<file path="src/rtl/dmem_sram_bridge_pkg.sv">
// ============================================================================
// Module  : dmem_sram_bridge_pkg
// Brief   : Shared FSM state encoding and access-size codes for the M-stage
//           data-memory to sram-like bus bridge.
// Rev     : 1.0  initial release
// ============================================================================
`default_nettype none

package dmem_sram_bridge_pkg;

   // Raw two-bit state codes; the enum below is built on top of them
   localparam logic [1:0] ST_IDLE = 2'd0;
   localparam logic [1:0] ST_REQ  = 2'd1;
   localparam logic [1:0] ST_WAIT = 2'd2;
   localparam logic [1:0] ST_DONE = 2'd3;

   typedef enum logic [1:0] {
      S_IDLE = ST_IDLE,   // no access outstanding
      S_REQ  = ST_REQ,    // request issued, waiting for addr_ok
      S_WAIT = ST_WAIT,   // address accepted, waiting for data_ok
      S_DONE = ST_DONE    // load result held while the pipeline is stalled
   } state_e;

   // Access-size codes carried on mem_size / data_size
   localparam logic [1:0] SIZE_BYTE = 2'd0;
   localparam logic [1:0] SIZE_HALF = 2'd1;
   localparam logic [1:0] SIZE_WORD = 2'd2;

   // A nonzero byte-write mask marks a store
   function automatic logic is_store(input logic [3:0] wen);
      return |wen;
   endfunction

endpackage

`default_nettype wire

</file>
<file path="src/rtl/dmem_sram_bridge_if.sv">
// ============================================================================
// Module  : dmem_sram_bridge_if
// Brief   : sram-like data bus between the bridge (master) and the memory
//           side (slave).
// Rev     : 1.0  initial release
// ============================================================================
`default_nettype none

interface dmem_sram_bridge_if #(
   parameter int ADDR_W = 32
);
   logic              data_req;
   logic              data_wr;
   logic [1:0]        data_size;
   logic [ADDR_W-1:0] data_addr;
   logic [31:0]       data_wdata;
   logic              data_addr_ok;
   logic              data_data_ok;
   logic [31:0]       data_rdata;

   modport master (
      output data_req, data_wr, data_size, data_addr, data_wdata,
      input  data_addr_ok, data_data_ok, data_rdata
   );

   modport slave (
      input  data_req, data_wr, data_size, data_addr, data_wdata,
      output data_addr_ok, data_data_ok, data_rdata
   );
endinterface

`default_nettype wire

</file>
<file path="src/rtl/dmem_sram_bridge_addr_map.sv">
// ============================================================================
// Module  : dmem_addr_map
// Brief   : Virtual-to-physical data address translation. With
//           DMEM_KSEG_MAP_EN defined, kseg0/kseg1 (addr[31:30]==2'b10) drop
//           their top three bits; otherwise the address passes through.
// Rev     : 1.0  initial release
// ============================================================================
`default_nettype none

module dmem_addr_map #(
   parameter int ADDR_W = 32
) (
   input  wire logic [ADDR_W-1:0] vaddr,
   output logic      [ADDR_W-1:0] paddr
);

`ifdef DMEM_KSEG_MAP_EN
   generate
      if (ADDR_W >= 32) begin : g_kseg
         // Unmapped kernel segments alias the low 512 MB of physical space
         always_comb begin
            paddr = vaddr;
            if (vaddr[31:30] == 2'b10) begin
               paddr[31:29] = 3'b000;
            end
         end
      end else begin : g_narrow
         assign paddr = vaddr;
      end
   endgenerate
`else
   assign paddr = vaddr;
`endif

endmodule

`default_nettype wire

</file>
<file path="src/rtl/dmem_sram_bridge.sv">
// ============================================================================
// Module  : dmem_sram_bridge
// Brief   : Converts M-stage load/store requests into sram-like bus
//           transactions, stalling the pipeline while an access is pending.
//           Optional macro DMEM_KSEG_MAP_EN enables kseg0/kseg1 address
//           translation in dmem_addr_map.
// Rev     : 1.0  initial release
// ============================================================================
`default_nettype none

module dmem_sram_bridge
   import dmem_sram_bridge_pkg::*;
#(
   parameter int ADDR_W = 32
) (
   input  wire logic              clk,
   input  wire logic              rst,          // asynchronous, active low
   input  wire logic              mem_en,
   input  wire logic [3:0]        mem_wen,
   input  wire logic [1:0]        mem_size,
   input  wire logic [ADDR_W-1:0] mem_addr,
   input  wire logic [31:0]       mem_wdata,
   input  wire logic              except_flush,
   input  wire logic              cpu_stall,
   output logic      [31:0]       mem_rdata,
   output logic                   mem_stall,
   dmem_sram_bridge_if.master     data_bus
);

   state_e            state_q, state_d;
   logic              drop_q, drop_d;
   logic [31:0]       rdata_q;

   // Request fields captured at issue so they stay stable until addr_ok
   logic              lat_wr;
   logic [1:0]        lat_size;
   logic [ADDR_W-1:0] lat_addr;
   logic [31:0]       lat_wdata;

   logic              req_c;
   logic              stall_c;
   logic              capture_c;
   logic              latch_c;
   logic              wr_c;
   logic [1:0]        size_c;
   logic [ADDR_W-1:0] vaddr_c;
   logic [31:0]       wdata_c;
   logic [ADDR_W-1:0] paddr_c;

   // Next-state, request and stall decode
   always_comb begin
      state_d   = state_q;
      drop_d    = drop_q;
      req_c     = 1'b0;
      stall_c   = 1'b0;
      capture_c = 1'b0;
      latch_c   = 1'b0;
      wr_c      = lat_wr;
      size_c    = lat_size;
      vaddr_c   = lat_addr;
      wdata_c   = lat_wdata;

      case (state_q)
         S_IDLE: begin
            // Fields go straight from the pipeline so a fast slave can
            // accept the address in the issue cycle
            wr_c    = is_store(mem_wen);
            size_c  = mem_size;
            vaddr_c = mem_addr;
            wdata_c = mem_wdata;
            req_c   = mem_en & ~except_flush;
            stall_c = req_c;
            if (req_c) begin
               latch_c = 1'b1;
               state_d = data_bus.data_addr_ok ? S_WAIT : S_REQ;
            end
         end
         S_REQ: begin
            stall_c = 1'b1;
            if (except_flush) begin
               // Request not yet accepted: it can simply be withdrawn
               state_d = S_IDLE;
            end else begin
               req_c = 1'b1;
               if (data_bus.data_addr_ok) begin
                  state_d = S_WAIT;
               end
            end
         end
         S_WAIT: begin
            // An accepted access must complete on the bus even if flushed;
            // drop_q keeps its result out of the pipeline
            stall_c = ~data_bus.data_data_ok | drop_q;
            if (except_flush) begin
               drop_d = 1'b1;
            end
            if (data_bus.data_data_ok) begin
               drop_d = 1'b0;
               if (drop_q || except_flush) begin
                  state_d = S_IDLE;
               end else begin
                  capture_c = 1'b1;
                  state_d   = cpu_stall ? S_DONE : S_IDLE;
               end
            end
         end
         S_DONE: begin
            if (!cpu_stall) begin
               state_d = S_IDLE;
            end
         end
         default: begin
            state_d = S_IDLE;
         end
      endcase
   end

   // FSM state, drop flag and load-result register
   always_ff @(posedge clk or negedge rst) begin
      if (!rst) begin
         state_q <= S_IDLE;
         drop_q  <= 1'b0;
         rdata_q <= 32'h0;
      end else begin
         state_q <= state_d;
         drop_q  <= drop_d;
         if (capture_c) begin
            rdata_q <= data_bus.data_rdata;
         end
      end
   end

   // Capture the request fields whenever a new access is issued
   always_ff @(posedge clk or negedge rst) begin
      if (!rst) begin
         lat_wr    <= 1'b0;
         lat_size  <= 2'b00;
         lat_addr  <= '0;
         lat_wdata <= 32'h0;
      end else if (latch_c) begin
         lat_wr    <= wr_c;
         lat_size  <= size_c;
         lat_addr  <= vaddr_c;
         lat_wdata <= wdata_c;
      end
   end

   dmem_addr_map #(
      .ADDR_W (ADDR_W)
   ) u_addr_map (
      .vaddr (vaddr_c),
      .paddr (paddr_c)
   );

   // Bus outputs; request and stall are masked while reset is held so the
   // combinational IDLE path cannot leak a request out of reset
   always_comb begin
      data_bus.data_req   = req_c & rst;
      data_bus.data_wr    = wr_c;
      data_bus.data_size  = size_c;
      data_bus.data_addr  = paddr_c;
      data_bus.data_wdata = wdata_c;
      mem_stall           = stall_c & rst;
      mem_rdata           = ((state_q == S_WAIT) && data_bus.data_data_ok) ?
                            data_bus.data_rdata : rdata_q;
   end

endmodule

`default_nettype wire

</file>
<file path="src/flat_wrapper.sv">
// flat-port wrapper written by rule: the top's interface ports become plain ports
module dmem_sram_bridge_flat import dmem_sram_bridge_pkg::*;
#(
   parameter int ADDR_W = 32
)
  (clk, rst, mem_en, mem_wen, mem_size, mem_addr, mem_wdata, except_flush, cpu_stall, mem_rdata, mem_stall, data_bus_data_req, data_bus_data_wr, data_bus_data_size, data_bus_data_addr, data_bus_data_wdata, data_bus_data_addr_ok, data_bus_data_data_ok, data_bus_data_rdata);
  dmem_sram_bridge_if #(.ADDR_W(ADDR_W)) data_bus_i ();
  input  wire logic clk;
  input  wire logic rst;
  input  wire logic mem_en;
  input  wire logic [3:0] mem_wen;
  input  wire logic [1:0] mem_size;
  input  wire logic [ADDR_W-1:0] mem_addr;
  input  wire logic [31:0] mem_wdata;
  input  wire logic except_flush;
  input  wire logic cpu_stall;
  output logic      [31:0] mem_rdata;
  output logic mem_stall;
  output wire logic [$bits(data_bus_i.data_req)-1:0] data_bus_data_req;
  output wire logic [$bits(data_bus_i.data_wr)-1:0] data_bus_data_wr;
  output wire logic [$bits(data_bus_i.data_size)-1:0] data_bus_data_size;
  output wire logic [$bits(data_bus_i.data_addr)-1:0] data_bus_data_addr;
  output wire logic [$bits(data_bus_i.data_wdata)-1:0] data_bus_data_wdata;
  input wire logic [$bits(data_bus_i.data_addr_ok)-1:0] data_bus_data_addr_ok;
  input wire logic [$bits(data_bus_i.data_data_ok)-1:0] data_bus_data_data_ok;
  input wire logic [$bits(data_bus_i.data_rdata)-1:0] data_bus_data_rdata;
  assign data_bus_data_req = data_bus_i.data_req;
  assign data_bus_data_wr = data_bus_i.data_wr;
  assign data_bus_data_size = data_bus_i.data_size;
  assign data_bus_data_addr = data_bus_i.data_addr;
  assign data_bus_data_wdata = data_bus_i.data_wdata;
  assign data_bus_i.data_addr_ok = data_bus_data_addr_ok;
  assign data_bus_i.data_data_ok = data_bus_data_data_ok;
  assign data_bus_i.data_rdata = data_bus_data_rdata;
  dmem_sram_bridge #(.ADDR_W(ADDR_W)) u_core (.clk(clk), .rst(rst), .mem_en(mem_en), .mem_wen(mem_wen), .mem_size(mem_size), .mem_addr(mem_addr), .mem_wdata(mem_wdata), .except_flush(except_flush), .cpu_stall(cpu_stall), .mem_rdata(mem_rdata), .mem_stall(mem_stall), .data_bus(data_bus_i));
endmodule
</file>
<file path="config.mk">
export PLATFORM = sky130hd
export DESIGN_NAME = dmem_sram_bridge_flat
export DESIGN_NICKNAME = d
export VERILOG_FILES = /design/src/rtl/dmem_sram_bridge_pkg.sv /design/src/rtl/dmem_sram_bridge_if.sv /design/src/rtl/dmem_sram_bridge_addr_map.sv /design/src/rtl/dmem_sram_bridge.sv /design/src/flat_wrapper.sv
export SDC_FILE = /design/constraint.sdc
export NUM_CORES = 1
export LEC_CHECK = 0
export CAP_MARGIN = 20
export CORE_MARGIN = 2
export CORE_UTILIZATION = 44
export CTS_CLUSTER_DIAMETER = 50
export DETAILED_ROUTE_END_ITERATION = 12
export PLACE_DENSITY = 0.78
export SETUP_SLACK_MARGIN = 0.15
export SYNTH_ARGS = -nofsm -noshare
export SYNTH_HDL_FRONTEND = slang
export SYNTH_HIERARCHICAL = 1
export SYNTH_SLANG_ARGS = --single-unit
</file>
<file path="constraint.sdc">
create_clock -name clk -period 2.4 [get_ports clk]
set_clock_uncertainty 0.2 [all_clocks]
set_input_delay 0.48 -clock clk [delete_from_list [all_inputs] [get_ports clk]]
set_output_delay 0.48 -clock clk [all_outputs]
set_load 0.01 [all_outputs]
</file>
Word level (Yosys, flattened, before mapping)
Cells that the tools add are included.

word-level totals
  flip-flop bits (word level) = 102

operators by class
  equal/unequal tests = 7
  mux-type cells = 24
  bitwise logic cells = 6
  reductions and logical operators = 7

operators with widths
  operator              number
  $mux W32              3
  $mux W2               9
  $mux W1               9
  $pmux W2 S4           1
  $eq A2 B2 Y1 const B  2
  $ne A2 B2 Y1 const B  2
  $reduce_and A4 Y1     1
  $reduce_or A4 Y1      1
  $and A1 B1 Y1         3
  $ne A3 B3 Y1 const B  1
  $pmux W1 S3           1
  $eq A2 B1 Y1 const B  1
  $logic_not A2 Y1      1
  $ne A2 B1 Y1 const B  1
  $not A1 Y1            2
  $pmux W1 S2           1
  $reduce_and A2 Y1     1
  $reduce_bool A2 Y1    1
  $logic_and A1 B1 Y1   1
  $logic_or A1 B1 Y1    1
  $or A1 B1 Y1          1

Longest topological paths before layout
  word-level depth = 4
  mapped depth = 6

Modules after synthesis
Netlist, hierarchy kept.

modules (own cells, without submodules)
  module            instances  cells an instance  area an instance (um^2)  sequential area each (um^2)
  dmem_sram_bridge  1          354                5084.9                   2552.4
  dmem_addr_map     1          32                 240.2                    0.0

Least setup slack after synthesis
OpenSTA, ideal clock, no wires.

  path type = reg2out
  start point = reg u_core.state_q[1]
  end point = out data_bus_data_addr[20]
  arrival time = 1555 ps
  path slack = 165 ps
  stages on the path, launching flop included = 7
  buffers on the path = 4
  cell sequence = dfrtp_1 -> buf_4 -> nor2_2 -> buf_2 -> buf_4 -> mux2_2 -> buf_4

on the way
  cells in the longest elaborated chain, start to end = 2

ends and longest elaborated chain
  what                    RTL line                 text
  start, declared         dmem_sram_bridge.sv:30   state_e state_q, state_d;
  start signal, assigned  dmem_sram_bridge.sv:125  state_q <= state_d;
  $logic_not A2 Y1        dmem_sram_bridge.sv:63   case (state_q)
  $mux W32                dmem_sram_bridge.sv:63
  end, declared           flat_wrapper.sv:22       output wire logic [$bits(data_bus_i.data_addr)-1:0] data_bus_data_addr;

No other way between the ends.

Worst setup path after layout
  start point = reg u_core.state_q[1]
  end point = out data_bus_data_wdata[24]

on the way
  cells in the longest elaborated chain, start to end = 2

ends and longest elaborated chain
  what              RTL line                text
  $logic_not A2 Y1  dmem_sram_bridge.sv:63
  $mux W32          dmem_sram_bridge.sv:63
  end, declared     flat_wrapper.sv:23      output wire logic [$bits(data_bus_i.data_wdata)-1:0] data_bus_data_wdata;

No other way between the ends.

==> flow_summary.yaml <==
placed_design:
  dp_hpwl_um: 8790
  gp_congestion: 0.752
  place_area_mm2: 0.00746
  pre_cts_slack_ps: -411
  port_buffers: 209
global_route:
  overflow: 0
  antenna_found_initial: 0
  track_usage: 0.224
  grt_pass1_vias: 4221
  grt_pass1_wl_um: 22400
  grt_max_degree: 77
routing:
  drtIter0Drc: 114
  routed-via-count: 3853
  routedWlPerCell_um: 19.4
  first_pass_iters: 4
  drcViolationCount: 0
  avgViaCountPerCell: 5.14
  ant_nets: 0
  totalWireLength_um: 14600
synthesis:
  netlist_top_cells_area: "dfrtp_1, mux2_2, buf_4"
  synth-edff-count: 0
  synth_area_per_cell_um2: 13.8
  synth_ff_type: "dfrtp_1"
  synth_top_area_frac: 0.479
  synth_area_mm2: 0.00533
  synth_top_cells_by_count: "mux2_2, dfrtp_1, buf_4"
  netlist.top_cell.by_area: "dfrtp_1"
  synth.most_common_cell: "mux2_2"
  yosysUniqueCellTypes: 25
  ys_seq_area_frac: 0.479
  syn_inst: 386
  ys_ff_latch: 102
  yosysWarningCount: 6
  async_flop_share: 1.00
  synth_nets: 495
worst_setup_path:
  worstPathMaxFanout: 8
  worst_setup_path_end_kind: "output port"
  rr_worst_depth: 6
  cp_cell_sequence: "buf_6 > nor2_4 > buf_6 > buf_12 > buf_8 > buf_16 > mux2_4 > buf_6"
  slowest_stage: "dfrtp_1"
  worstPathArrival_ps: 1870
  path_common_cell: "buf_6"
  worstSetupPathType: "flop to output port"
  cp-start-kind: "flop"
  crit_path_max_incr_delay_ps: 390
  critical_path_required_ps: 1720
clocking:
  ctsRootBufferMaster: "clkbuf_16"
  clk_pin_slew_ps: 70
  numCtsBuffers: 9
  cts_tree: "done"
  clock_latency_ps: 340
  cts_max_path_buffers: 2
  htree_levels: 3
  cts.sinks: 102
sta:
  final.setup.worst_slack_ps: -151
  rsz0062_at_grt: "yes"
  slew_headroom: 0.364
  setup_violations: 87
  hold_viol: 0
  hold_ws_ps: 223
  period_share: 1.06
  fmax_mhz: 392
  period_needed_ps: 2550
  setup_tns_ps: -7120
  drv_slew: 0
  worst_slew_pin_slew_ps: 954
run_status:
  status: "finished, violations left"
  violations: "negative setup slack"
final_layout:
  final_layout_size_suffix_gt1_frac: 0.603
  regArea_mm2: 0.00255
  area_delta_synth_final_pct: 64.7
  multi_input_area_mm2: 0.00276
  nFillCells: 764
  post-route-cell-area_mm2: 0.00877
  num_antenna_cells: 0
  nets: 707
worst_hold_path:
  hp-class: "input port to asynchronous set/reset pin"
power:
  cellPowerDensity_mw_per_mm2: 1420
  vdd_drop_max_mv: 0.681
  power.leakage_nw: 4.04
die:
  die_x_um: 114
  die_h_um: 114
  ioPinCount: 210
  initial_core_util: 0.447
  rows: 40
  dieArea_mm2: 0.0130
  design.core.area_mm2: 0.0119
job:
  maxCapViolCount: 0
metal layers:
layer,track usage,wire [µm],vias to the layer above
met5,0,0,-
met4,0.0789,180,0
met3,0.0611,997,14
met2,0.388,7590,135
met1,0.269,5800,1916
li1,-,-,1788
final cells by class:
class / count / share of cell area
clock inverter: 3 / 0.00499
timing repair buffer: 255 / 0.339
clock buffer: 12 / 0.0292
inverter: 1 / 0.000428
sequential: 102 / 0.291
tap: 147 / 0.0210
multi-input combinational: 229 / 0.314
through the flow:
step           utilization  std cells  total power [W]
6_report             0.736        749           0.0124
4_1_cts              0.723        744           0.0122
3_3_place_gp         0.626        707          0.00858
3_5_place_dp         0.626        707          0.00869
2_1_floorplan            -        386          0.00638
5_1_grt              0.736        749           0.0131
flip-flops by register name, indices dropped and copies added (netlist names):
name / count
u_core/lat_addr: 32
u_core/lat_wdata: 32
u_core/rdata_q: 32
u_core/lat_size: 2
u_core/state_q: 2
u_core/drop_q: 1
u_core/lat_wr: 1
repair_timing:
item | 4_1_cts | 5_1_grt
endpoints found under the setup margin | 101 | 101
gates cloned | 10 | 3
pin swaps | 3 | 1
gates resized for setup | 596 | 20
buffers inserted | 11 | 2
hold buffers | 1 | 0
hold endpoints to repair | 26 | 0
critical path: cells and delay by family, from the launching register on:
family | cells | cell delay, ps
and+or+nand+nor | 1 | 110
muxes | 1 | 310
buffers and inverters | 6 | 730
DFF | 1 | 390
final timing paths:
| kind | startpoint | endpoint | slack, ps |
|---|---|---|---|
| worst max-delay path | u_core/state_q[1] | data_bus_data_wdata[24] | -150 |
| worst min-delay path | rst | u_core/lat_wdata[16] | 220 |
| worst max register to register | u_core/state_q[1] | u_core/lat_addr[13] | 350 |
| worst min register to register | u_core/lat_wdata[26] | u_core/lat_wdata[26] | 310 |
| max in group asynchronous | rst | u_core/lat_addr[10] | 1160 |
| min in group clk | u_core/lat_wdata[26] | u_core/lat_wdata[26] | 310 |
layout by cell type (no fill, tap or decap), drive strengths merged:
cell,count
a22o,1
nor3,3
mux2i,1
or4b,1
inv,1
buf,143
dlygate4sd3,1
nand3,3
bufinv,1
nor2b,1
and2b,1
nor2,5
o21ai,3
mux2,196
clkbuf,16
clkdlybuf4s50,106
dfrtp,102
and3,2
clkinv,2
and4,1
a21oi,5
nor4,1
dlygate4sd2,1
nand2,3
nand2b,1
o211ai,1
kinds of logic (layout without fill, tap and decap cells):
logic type      Yosys count  after routing  share of synthesized area
mux                     197            197                      0.416
flops                   102            102                      0.479
simple gates             22             22                     0.0244
buf+inv                  55            271                     0.0693
compound gates           10             10                     0.0106
power by group:
| part | internal (W) | switching (W) |
|---|---|---|
| clock network | 0.000861 | 0.000612 |
| registers | 0.00258 | 0.000477 |
| logic | 0.00517 | 0.00274 |
| total | 0.00861 | 0.00383 |
Power figures use the tool's default switching activity.
